[src/rtl/pipe_pkg.sv]
// ---------------------------------------------------------------------------
// pipe_pkg
// Shared definitions for the pipeline-stage registers of the RISC-V core.
//   pipe_state_t   : occupancy of a skid stage (debug and assertions)
//   *_DATA_W/_CTRL_W : default bundle widths for each stage boundary
//   pipe_state_of  : maps the two slot valid bits onto pipe_state_t
// ---------------------------------------------------------------------------
package pipe_pkg;

    typedef enum logic [1:0] {
        PS_EMPTY = 2'd0,
        PS_ONE   = 2'd1,
        PS_TWO   = 2'd2
    } pipe_state_t;

    localparam int IFID_DATA_W  = 64;
    localparam int IFID_CTRL_W  = 4;
    localparam int IDEX_DATA_W  = 128;
    localparam int IDEX_CTRL_W  = 16;
    localparam int EXMEM_DATA_W = 112;
    localparam int EXMEM_CTRL_W = 8;
    localparam int MEMWB_DATA_W = 72;
    localparam int MEMWB_CTRL_W = 4;

    // The skid slot is only ever filled while main is valid, so a valid skid
    // alone is reported as TWO rather than given its own encoding.
    function automatic pipe_state_t pipe_state_of(input logic main_valid,
                                                  input logic skid_valid);
        if (skid_valid)
            return PS_TWO;
        else if (main_valid)
            return PS_ONE;
        else
            return PS_EMPTY;
    endfunction

endpackage

[src/rtl/pipe_slot.sv]
// ---------------------------------------------------------------------------
// pipe_slot
// One {valid, data, ctrl} storage entry of a pipeline stage.
//   CLK, RESET_N : clock, asynchronous active-low reset
//   load         : capture load_data/load_ctrl and mark the entry valid
//   clear        : invalidate and zero the entry (wins over load)
//   valid/data/ctrl : registered entry contents
// An invalid entry always holds zero in data and ctrl.
// ---------------------------------------------------------------------------
module pipe_slot #(
    parameter int DATA_W = 128,
    parameter int CTRL_W = 16
) (
    input  logic              CLK,
    input  logic              RESET_N,
    input  logic              load,
    input  logic              clear,
    input  logic [DATA_W-1:0] load_data,
    input  logic [CTRL_W-1:0] load_ctrl,
    output logic              valid,
    output logic [DATA_W-1:0] data,
    output logic [CTRL_W-1:0] ctrl
);

    // Clear zeroes the payload as well as the valid bit so that an empty slot
    // can drive the stage outputs directly without any side effects.
    always_ff @(posedge CLK or negedge RESET_N) begin
        if (!RESET_N) begin
            valid <= 1'b0;
            data  <= '0;
            ctrl  <= '0;
        end else if (clear) begin
            valid <= 1'b0;
            data  <= '0;
            ctrl  <= '0;
        end else if (load) begin
            valid <= 1'b1;
            data  <= load_data;
            ctrl  <= load_ctrl;
        end
    end

endmodule

[src/rtl/pipe_stage_skid.sv]
// ---------------------------------------------------------------------------
// pipe_stage_skid
// Pipeline-stage register with valid/ready handshake and a two-entry skid
// buffer (main + skid).
//   CLK, RESET_N        : clock, asynchronous active-low reset
//   FLUSH               : synchronous squash of both entries, top priority
//   in_valid/in_ready   : upstream handshake (in_ready from flops only)
//   in_data/in_ctrl     : upstream bundles
//   out_valid/out_ready : downstream handshake
//   out_data/out_ctrl   : head entry bundles, zero when out_valid=0
// All outputs come straight from slot flops.
// ---------------------------------------------------------------------------
module pipe_stage_skid
    import pipe_pkg::*;
#(
    parameter int DATA_W = IDEX_DATA_W,
    parameter int CTRL_W = IDEX_CTRL_W
) (
    input  logic              CLK,
    input  logic              RESET_N,
    input  logic              FLUSH,
    input  logic              in_valid,
    output logic              in_ready,
    input  logic [DATA_W-1:0] in_data,
    input  logic [CTRL_W-1:0] in_ctrl,
    output logic              out_valid,
    input  logic              out_ready,
    output logic [DATA_W-1:0] out_data,
    output logic [CTRL_W-1:0] out_ctrl
);

    logic              main_valid, skid_valid;
    logic [DATA_W-1:0] main_data, skid_data;
    logic [CTRL_W-1:0] main_ctrl, skid_ctrl;

    logic              main_load, main_clear, main_from_skid;
    logic              skid_load, skid_clear;
    logic [DATA_W-1:0] main_load_data;
    logic [CTRL_W-1:0] main_load_ctrl;

    logic              accept, drain;
    pipe_state_t       state;

    assign state     = pipe_state_of(main_valid, skid_valid);
    assign in_ready  = !skid_valid;
    assign out_valid = main_valid;
    assign out_data  = main_data;
    assign out_ctrl  = main_ctrl;
    assign accept    = in_valid && in_ready;
    assign drain     = main_valid && out_ready;

    // Transition logic: decides which slot loads or clears this edge. The
    // skid is only written when main is valid and stalled, so it never holds
    // an older instruction than main and FIFO order is preserved.
    always_comb begin
        main_load      = 1'b0;
        main_clear     = 1'b0;
        main_from_skid = 1'b0;
        skid_load      = 1'b0;
        skid_clear     = 1'b0;
        if (FLUSH) begin
            main_clear = 1'b1;
            skid_clear = 1'b1;
        end else begin
            case (state)
                PS_EMPTY: begin
                    main_load = accept;
                end
                PS_ONE: begin
                    if (accept && drain)
                        main_load = 1'b1;
                    else if (accept)
                        skid_load = 1'b1;
                    else if (drain)
                        main_clear = 1'b1;
                end
                PS_TWO: begin
                    if (drain) begin
                        main_load      = 1'b1;
                        main_from_skid = 1'b1;
                        skid_clear     = 1'b1;
                    end
                end
                default: begin
                    main_clear = 1'b1;
                    skid_clear = 1'b1;
                end
            endcase
        end
    end

    assign main_load_data = main_from_skid ? skid_data : in_data;
    assign main_load_ctrl = main_from_skid ? skid_ctrl : in_ctrl;

    pipe_slot #(.DATA_W(DATA_W), .CTRL_W(CTRL_W)) u_main (
        .CLK       (CLK),
        .RESET_N   (RESET_N),
        .load      (main_load),
        .clear     (main_clear),
        .load_data (main_load_data),
        .load_ctrl (main_load_ctrl),
        .valid     (main_valid),
        .data      (main_data),
        .ctrl      (main_ctrl)
    );

    pipe_slot #(.DATA_W(DATA_W), .CTRL_W(CTRL_W)) u_skid (
        .CLK       (CLK),
        .RESET_N   (RESET_N),
        .load      (skid_load),
        .clear     (skid_clear),
        .load_data (in_data),
        .load_ctrl (in_ctrl),
        .valid     (skid_valid),
        .data      (skid_data),
        .ctrl      (skid_ctrl)
    );

    // A valid skid behind an empty main would break ordering.
    skid_implies_main: assert property (@(posedge CLK) disable iff (!RESET_N)
                                        skid_valid |-> main_valid);

endmodule

[config.mk]
export PLATFORM = sky130hd
export DESIGN_NAME = pipe_stage_skid
export DESIGN_NICKNAME = d
export VERILOG_FILES = /design/src/rtl/pipe_pkg.sv /design/src/rtl/pipe_slot.sv /design/src/rtl/pipe_stage_skid.sv
export SDC_FILE = /design/constraint.sdc
export NUM_CORES = 1
export LEC_CHECK = 0
export CORE_MARGIN = 4
export CORE_UTILIZATION = 40
export CTS_BUF_LIST = sky130_fd_sc_hd__clkbuf_16
export DETAILED_ROUTE_END_ITERATION = 6
export HOLD_SLACK_MARGIN = 0.06
export PLACE_DENSITY_LB_ADDON = 0.05
export SLEW_MARGIN = 20
export SYNTH_ARGS = -nofsm -noshare
export SYNTH_HDL_FRONTEND = slang
export SYNTH_SLANG_ARGS = --single-unit
[constraint.sdc]
create_clock -name CLK -period 2 [get_ports CLK]
set_clock_uncertainty 0.15 [all_clocks]
set_input_delay 0.2 -clock CLK [delete_from_list [all_inputs] [get_ports CLK]]
set_output_delay 0.2 -clock CLK [all_outputs]
set_load 0.005 [all_outputs]
=== After elaboration in Yosys (flattened, before gate mapping) ===
Index checks and enable logic that the tools add are counted.

* Bits in registers: 290
* Input bits: 149
* Output and inout port bits: 146
* Logic and storage cells: 49

* Equality and inequality tests: 2
* Multiplexer cells: 32
* Reduce and logical (&&, ||, !) cells: 9

{| class="wikitable"
|+ Operator list
! kind !! number
|-
| $mux W128 || 5
|-
| $mux W16 || 5
|-
| $mux W1 || 18
|-
| $pmux W1 S2 || 2
|-
| $reduce_bool A2 Y1 || 2
|-
| $reduce_or A2 Y1 || 2
|-
| $logic_and A1 B1 Y1 || 3
|-
| $pmux W1 S3 || 1
|-
| $eq A2 B1 Y1 const B || 1
|-
| $eq A2 B2 Y1 const B || 1
|-
| $logic_not A2 Y1 || 1
|-
| $mux W2 || 1
|-
| $logic_not A1 Y1 || 1
|}

=== Depth between registers and ports, before layout ===
* Depth after elaboration: 8
* Mapped depth: 7
* Depth with buffers taken out: 3

=== Cells and area by module ===
From an unflattened synthesis, not the netlist that was laid out.

* Cells, all modules: 1104
* Area total of the unflattened synthesis: 13691.9 sq um

{| class="wikitable"
|+ Modules (own cells, without submodules)
! module !! instances !! cells an instance !! area an instance (sq um) !! sequential area each (sq um)
|-
| pipe_slot || 2 || 467 || 5829.3 || 3628.5
|-
| pipe_stage_skid || 1 || 170 || 2033.2 || 0.0
|}

=== Least setup slack after synthesis ===
OpenSTA, ideal clock, no wires.

* Path kind: register -> register
* From: reg u_main.valid
* To: reg u_main.data[100]
* Setup time: 0.123 ns
* Arrival time: 1.426 ns
* Data required time: 1.727 ns
* Setup slack: 0.301 ns
* Cell stages (with the launch flop): 7
* Buffers on the path: 3
* Period minus slack after synthesis: 1.699 ns
* Path through: dfrtp_1 -> buf_2 -> and2_1 -> o221ai_4 -> buf_2 -> buf_2 -> o2bb2ai_1

* Cells in the longest elaborated chain, start to end: 8
* Elaborated cells on any way between the ends: 22
* Those cells by class: 2 x eq/ne; 15 x mux; 5 x reduce/logical

{| class="wikitable"
|+ Ends and longest elaborated chain
! element !! RTL line !! source
|-
| from (decl) || pipe_slot.sv:20 || <nowiki>output logic valid,</nowiki>
|-
| from (signal assigned) || pipe_slot.sv:29 || <nowiki>valid <= 1'b0;</nowiki>
|-
| from (signal assigned) || pipe_slot.sv:33 || <nowiki>valid <= 1'b0;</nowiki>
|-
| from (signal assigned) || pipe_slot.sv:37 || <nowiki>valid <= 1'b1;</nowiki>
|-
| $mux W1 || pipe_pkg.sv:31 || <nowiki>else if (main_valid)</nowiki>
|-
| $mux W2 || pipe_pkg.sv:29 || <nowiki>if (skid_valid)</nowiki>
|-
| $eq A2 B2 Y1 || pipe_stage_skid.sv:65 || <nowiki>case (state)</nowiki>
|-
| $mux W1 || pipe_stage_skid.sv:65 ||
|-
| $mux W1 || pipe_stage_skid.sv:61 || <nowiki>if (FLUSH) begin</nowiki>
|-
| $mux W128 || pipe_stage_skid.sv:92 || <nowiki>assign main_load_data = main_from_skid ? skid_data : in_data;</nowiki>
|-
| $mux W128 || pipe_slot.sv:36 || <nowiki>end else if (load) begin</nowiki>
|-
| $mux W128 || pipe_slot.sv:32 || <nowiki>end else if (clear) begin</nowiki>
|-
| to (signal assigned) || pipe_slot.sv:38 || <nowiki>data <= load_data;</nowiki>
|-
| to (decl) || pipe_slot.sv:21 || <nowiki>output logic [DATA_W-1:0] data,</nowiki>
|}

Parallel ways exist; a longest one is shown, timed or not. The select of a mux whose other input is x is not followed.
A chain may end at the register's enable or synchronous reset.

=== Final worst setup path ===
* From: reg u_skid.valid
* To: reg u_skid.ctrl[1]

* Cells in the longest elaborated chain, start to end: 7
* Elaborated cells on any way between the ends: 16
* Those cells by class: 2 x eq/ne; 8 x mux; 6 x reduce/logical

{| class="wikitable"
|+ Ends and longest elaborated chain
! element !! RTL line !! source
|-
| from (decl) || pipe_slot.sv:20 ||
|-
| from (signal assigned) || pipe_slot.sv:29 ||
|-
| from (signal assigned) || pipe_slot.sv:33 ||
|-
| from (signal assigned) || pipe_slot.sv:37 ||
|-
| parallel branches: the longest is 7 deep, another holds $mux W16 || n/a ||
|-
| to (signal assigned) || pipe_slot.sv:39 || <nowiki>ctrl <= load_ctrl;</nowiki>
|-
| to (decl) || pipe_slot.sv:22 || <nowiki>output logic [CTRL_W-1:0] ctrl</nowiki>
|}

Several ways; the timed one is not identified.

==> results_dict.tcl <==
set metrics [dict create \
    status "finished clean" \
    avgSynthCellArea_um2 14.41 \
    met1_usage_pct 31.08 \
    ys_seq_elements 290 \
    drtIter0Drc 664 \
    holdWs_ns 0.1668 \
    area_growth_pct 43.14 \
    port_buffers 294 \
    cts.clk_slew.worst_paths_ns 0.06 \
    slew_violations 0 \
    clkLatencyLatePin_ns 0.50 \
    grt_pass1_wl_mm 56.20 \
    via_per_inst 5.672 \
    die_height_um 181.8 \
    ir_worst_vdd_uv 531.8 \
    worst_setup_path_end_kind "register" \
    finalSetupViolCount 0 \
    finalNetCount 1306 \
    start_kind "register" \
    die_area_um2 33070 \
    mostFrequentLayoutCell "clkdlybuf4s50_1" \
    rsz0062_at_grt "false" \
    core.rowCount 63 \
    hold_viol_final 0 \
    synth_nets 988 \
    clockBufferDepth 3 \
    cts_buffers 34 \
    htreeDepth 2 \
    globalRouteMet3Util_pct 5.569 \
    drt_wl_total_mm 35.02 \
    cts_tree "built" \
    pin_count 295 \
    maxCapViolations 0 \
    fin_crit_sh_pct 89.67 \
    vias 8933 \
    die_w_um 181.8 \
    leakagePower_nw 8.289 \
    worstPathMaxFanout 14 \
    antenna_found_initial 2 \
    crit_required_ns 2.25 \
    core_area_um2 29720 \
    worst_hold_path_type "input pin to async pin" \
    netlist_area_um2 12090 \
    first_global_vias 9447 \
    path_class "register to register" \
    layout_common_cells "clkdlybuf4s50_1, dfrtp_1, a32o_1" \
    fin_tns_setup_ns 0 \
    hpwl_mm 22.88 \
    fillers 2420 \
    initial_core_util_pct 40.68 \
    yosysWarnings 0 \
    ant_nets 0 \
    cp.arrival_ns 2.04 \
    worstMarginPinSlew_ns 0.3700 \
    grt_usage_pct 21.02 \
    clock.fmax_ghz 0.5576 \
    post_drt_wl_per_cell_um 22.24 \
    yosysSeqAreaShare_pct 60.03 \
    first_pass_iters 6 \
    overflow 0 \
    cts.sink_count 290 \
    cts_root_buf "clkbuf_16" \
    grt_max_degree 67 \
    ys_types 23 \
    p_per_area_nw_per_um2 816.8 \
    finalCriticalPeriod_ns 1.793 \
    drc_errors 0 \
    use_met2_pct 30.99 \
    place.gp.congestion 0.7473 \
    layout-drive-gt1-share_pct 11.93 \
    grt-busiest-layer "met1" \
    syn_inst 839 \
    timing.slew.headroom_pct 75.33 \
]
## routing by layer
metal	wire length [um]	part of all wire, %	vias to the layer above
met1	15990	46	4584
met3	2508	7.2	54
met2	15830	45	270
li1	-	-	4023
met4	682	1.9	2
met5	8	0.023	-
## sequential cells by signal, indices dropped and copies added, names as in the netlist
signal and count:
u_main.ctrl 16, u_main.data 128, u_main.valid 1, u_skid.ctrl 16, u_skid.data 128, u_skid.valid 1
## power breakdown
part | total (mW) | leakage (nW) | switching, mW | internal, mW
Combinational | 1.90 | 3.79 | 0.829 | 1.07
Clock | 5.89 | 0.543 | 2.43 | 3.46
Sequential | 6.35 | 3.96 | 0.189 | 6.16
## synth_stat cells
| cell type | n | share of area, % |
|---|---|---|
| buf_2 | 37 | 1.5 |
| dfrtp_1 | 290 | 60 |
| nand2b_4 | 1 | 0.11 |
| a32o_1 | 144 | 12 |
| o2bb2ai_1 | 143 | 10 |
| nor3_1 | 1 | 0.041 |
| nor3b_2 | 1 | 0.10 |
| nor2_1 | 2 | 0.062 |
| a31oi_1 | 1 | 0.052 |
| nand3_1 | 1 | 0.041 |
| o221ai_4 | 1 | 0.22 |
| and2_1 | 2 | 0.10 |
| o21ai_0 | 2 | 0.083 |
| a21oi_1 | 3 | 0.12 |
| clkbuf_1 | 37 | 1.1 |
| o32ai_1 | 1 | 0.072 |
| buf_4 | 9 | 0.56 |
| buf_6 | 13 | 1.2 |
| mux2i_1 | 143 | 12 |
| inv_1 | 4 | 0.12 |
| o21a_1 | 1 | 0.062 |
| nor4b_2 | 1 | 0.12 |
| o21ai_2 | 1 | 0.072 |
## worst paths after layout
path,startpoint,end,slack [ns],cells after the start
worst max-delay path,u_skid.valid$_DFFE_PN0P_,u_skid.ctrl[1]$_DFFE_PN0P_,0.21,6
worst max register to register,u_skid.valid$_DFFE_PN0P_,u_skid.ctrl[1]$_DFFE_PN0P_,0.21,6
worst min-delay path,RESET_N,u_main.data[82]$_DFFE_PN0P_,0.17,3
worst min register to register,u_main.ctrl[11]$_DFFE_PN0P_,u_main.ctrl[11]$_DFFE_PN0P_,0.33,1
max in group asynchronous,RESET_N,u_skid.data[10]$_DFFE_PN0P_,1.07,4
min in group CLK,in_data[30],u_skid.data[30]$_DFFE_PN0P_,0.17,2
## stage by stage
step | worst slack, ns | util, % | total power, mW | cell area (um^2) | std cells
finish | 0.2066 | 58.23 | 14.13 | 17300 | 1575
global route | 0.09248 | 58.21 | 14.72 | 17300 | 1573
CTS | 0.1788 | 58.20 | 14.31 | 17300 | 1572
detailed placement | 0.01433 | 54.50 | 8.358 | 16200 | 1508
global placement | 0.02703 | 54.50 | 8.351 | 16200 | 1508
floorplan | 0.3010 | - | 7.010 | 12090 | 839
## critical path, stage by stage (launching register included)
cell and delay (ns):
dfrtp_2 0.40, buf_4 0.16, nor3b_2 0.26, o21ai_4 0.10
buf_12 0.17, buf_12 0.16, a32o_1 0.26
## area by class of cell
cell class	count	area (um^2)	area share, %
flip-flops and latches	290	7258	41.95
multi-input cells	449	4315	24.94
repair buffers	378	4154	24.01
clock buffers	37	925.9	5.351
well taps	390	488.0	2.820
clock inverters	24	137.6	0.7954
inverters	4	17.52	0.1012
diodes	3	7.507	0.04338
## kinds of logic after synthesis
logic type,after synthesis,synth area share [%]
flops,290,60.03
compound gates,297,22.97
buf+inv,100,4.575
mux,143,11.84
simple gates,9,0.5898
## what timing repair did
action / 4_1_cts / 5_1_grt
hold endpoints to repair: 290 / 0
resized for setup: 3 / 0
hold buffers: 2 / 0
setup buffers: 1 / 0
setup endpoints to repair: 2 / 0
(Power assumes the default switching activity.)
==> patch (same settings) <==
Reset style: synchronous (`RESET_N`), changed in one clocked block. Comments in the files are not updated.
--- a/src/rtl/pipe_slot.sv
+++ b/src/rtl/pipe_slot.sv
@@ -24,7 +24,7 @@
 
     // Clear zeroes the payload as well as the valid bit so that an empty slot
     // can drive the stage outputs directly without any side effects.
-    always_ff @(posedge CLK or negedge RESET_N) begin
+    always_ff @(posedge CLK) begin
         if (!RESET_N) begin
             valid <= 1'b0;
             data  <= '0;
Function: differs if RESET_N is asserted again (counterexample within 4 cycles, from zero or initial values and one cycle with RESET_N low); with RESET_N held inactive, the same outputs for 4 cycles.
==> patch against the unedited design <==
Total power decreased by 2.7%; first-iteration DRC count increased by 44%; maximum frequency shrank 4.1%; routed wire length is 24% higher; final area is 3.2% higher; sequential cell count is the same; synthesized area rose by 5.9%; core utilization decreased by 1.6 points; setup slack got worse by 0.076 ns; critical endpoint is now out_valid; largest power group is now clock; highest routed layer unchanged.
==> patch: results (changes against the unedited design) <==
grt_max_degree: 90  # +34%
detailedPlacementHpwl_mm: 27.0  # +18%
grt_first_pass_wirelength_mm: 68.8  # +22%
vias_per_cell: 5.86  # +3.4%
wl_mm: 43.5  # +24%
largest_driver_fanout_on_the_critical_path: 7  # -7
gp_weighted_congestion: 0.788  # +5.4%
cpPeakStageDelay_ns: 0.61  # +0.21 ns
antenna_cells_inserted: 0  # -3
cp_max_stage_cell: "sky130_fd_sc_hd__clkdlybuf4s50_1"
run_status: "completed"
detailedRoute.firstIterationViolations: 953  # +44%
yosys-top-cells-count: "sky130_fd_sc_hd__dfxtp_1 (290), sky130_fd_sc_hd__nand2_1 (284), sky130_fd_sc_hd__a21oi_1 (146), sky130_fd_sc_hd__nand3_1 (144), sky130_fd_sc_hd__a31oi_1 (141)"
fraction_of_final_layout_cells_sized_beyond_drive_strength_1_pct: 13.3  # +1.4 points
cp.arrival_ns: 1.52  # -0.52 ns
max_slew_margin_pct: 70.1  # -5.2 points
power.leakage_nw: 5.86  # -29%
finish.net_count: 1886  # +44%
synth_top_cells_by_area: "sky130_fd_sc_hd__dfxtp_1 (45%), sky130_fd_sc_hd__a311oi_2 (11%), sky130_fd_sc_hd__nand2_1 (8.3%)"
ys_dominant_reg_cell: "sky130_fd_sc_hd__dfxtp_1"
synthesis.nets: 1658  # +68%
numCtsBuffers: 34  # unchanged
cell_internal_power_dissipation_mw: 10.5  # -2.0%
groute.usage.overall_pct: 23.5  # +2.5 points
number_of_global_route_vias_before_repair: 12000  # +27%
number_of_detailed_routing_iterations_run_before_antenna_repair: 5  # -1
layout.filler_cells: 2871  # +19%
==> patch: what timing repair did <==
item                       in CTS  in global routing
gates resized for setup         1                  1
setup endpoints to repair       1                  1
hold buffers                    0                  0
==> patch: worst paths after layout <==
check,startpoint,end,slack [ns],cells after the start
worst max register to register,u_skid.valid$_SDFFE_PP0P_,u_skid.data[117]$_SDFFE_PP0P_,0.22,6
worst min register to register,u_skid.data[10]$_SDFFE_PP0P_,u_skid.data[10]$_SDFFE_PP0P_,0.32,2
worst min-delay path,FLUSH,u_main.ctrl[14]$_SDFFE_PP0P_,0.11,3
worst max-delay path,u_main.valid$_SDFFE_PP0P_,out_valid,0.13,1
==> patch: power groups by stage <==
stage               Clock (mW)  Combinational, mW  Sequential (mW)
finish                    6.22               1.57             5.95
CTS                       6.37               1.58             5.95
detailed placement           0               1.57             6.08
floorplan                    0              0.689             6.07
global placement             0               1.57             6.08
global route              6.61               1.68             5.96
==> patch: cell type report <==
class | instances | share of cell area (%)
Clock buffer | 37 | 5.18
Clock inverter | 23 | 1.10
Inverter | 2 | 0.0841
Multi-Input combinational cell | 1026 | 34.6
Sequential cell | 290 | 32.5
Tap cell | 402 | 2.82
Timing Repair Buffer | 383 | 23.7
==> patch: through the flow <==
step	TNS (ns)	hold slack (ns)	std cells	setup WS, ns	cell area (um^2)
3_5_place_dp	-9.00	0.313	2103	-0.0973	16700
2_1_floorplan	0	0.198	1509	0.264	12800
5_1_grt	0	0.0917	2163	0.0635	17900
4_1_cts	0	0.0824	2163	0.0358	17900
6_report	0	0.106	2163	0.131	17900
3_3_place_gp	-7.95	0.309	2103	-0.0840	16700
==> patch: kinds of logic (layout without fill, tap and decap cells) <==
group | count (synthesis) | count (layout) | share of synthesized area [%]
simple gates | 445 | 445 | 14.8
flops | 290 | 290 | 45.4
buf+inv | 193 | 445 | 6.93
mux | 1 | 1 | 0.117
compound gates | 580 | 580 | 32.8
==> patch: routing by layer <==
| metal | vias to the layer above | global-route usage (%) | part of all wire [%] |
|---|---|---|---|
| li1 | 6030 | - | - |
| met1 | 6117 | 33.5 | 44 |
| met2 | 458 | 36.8 | 47 |
| met3 | 72 | 3.98 | 6.4 |
| met4 | 2 | 6.88 | 2.7 |
| met5 | - | 0 | 0.028 |
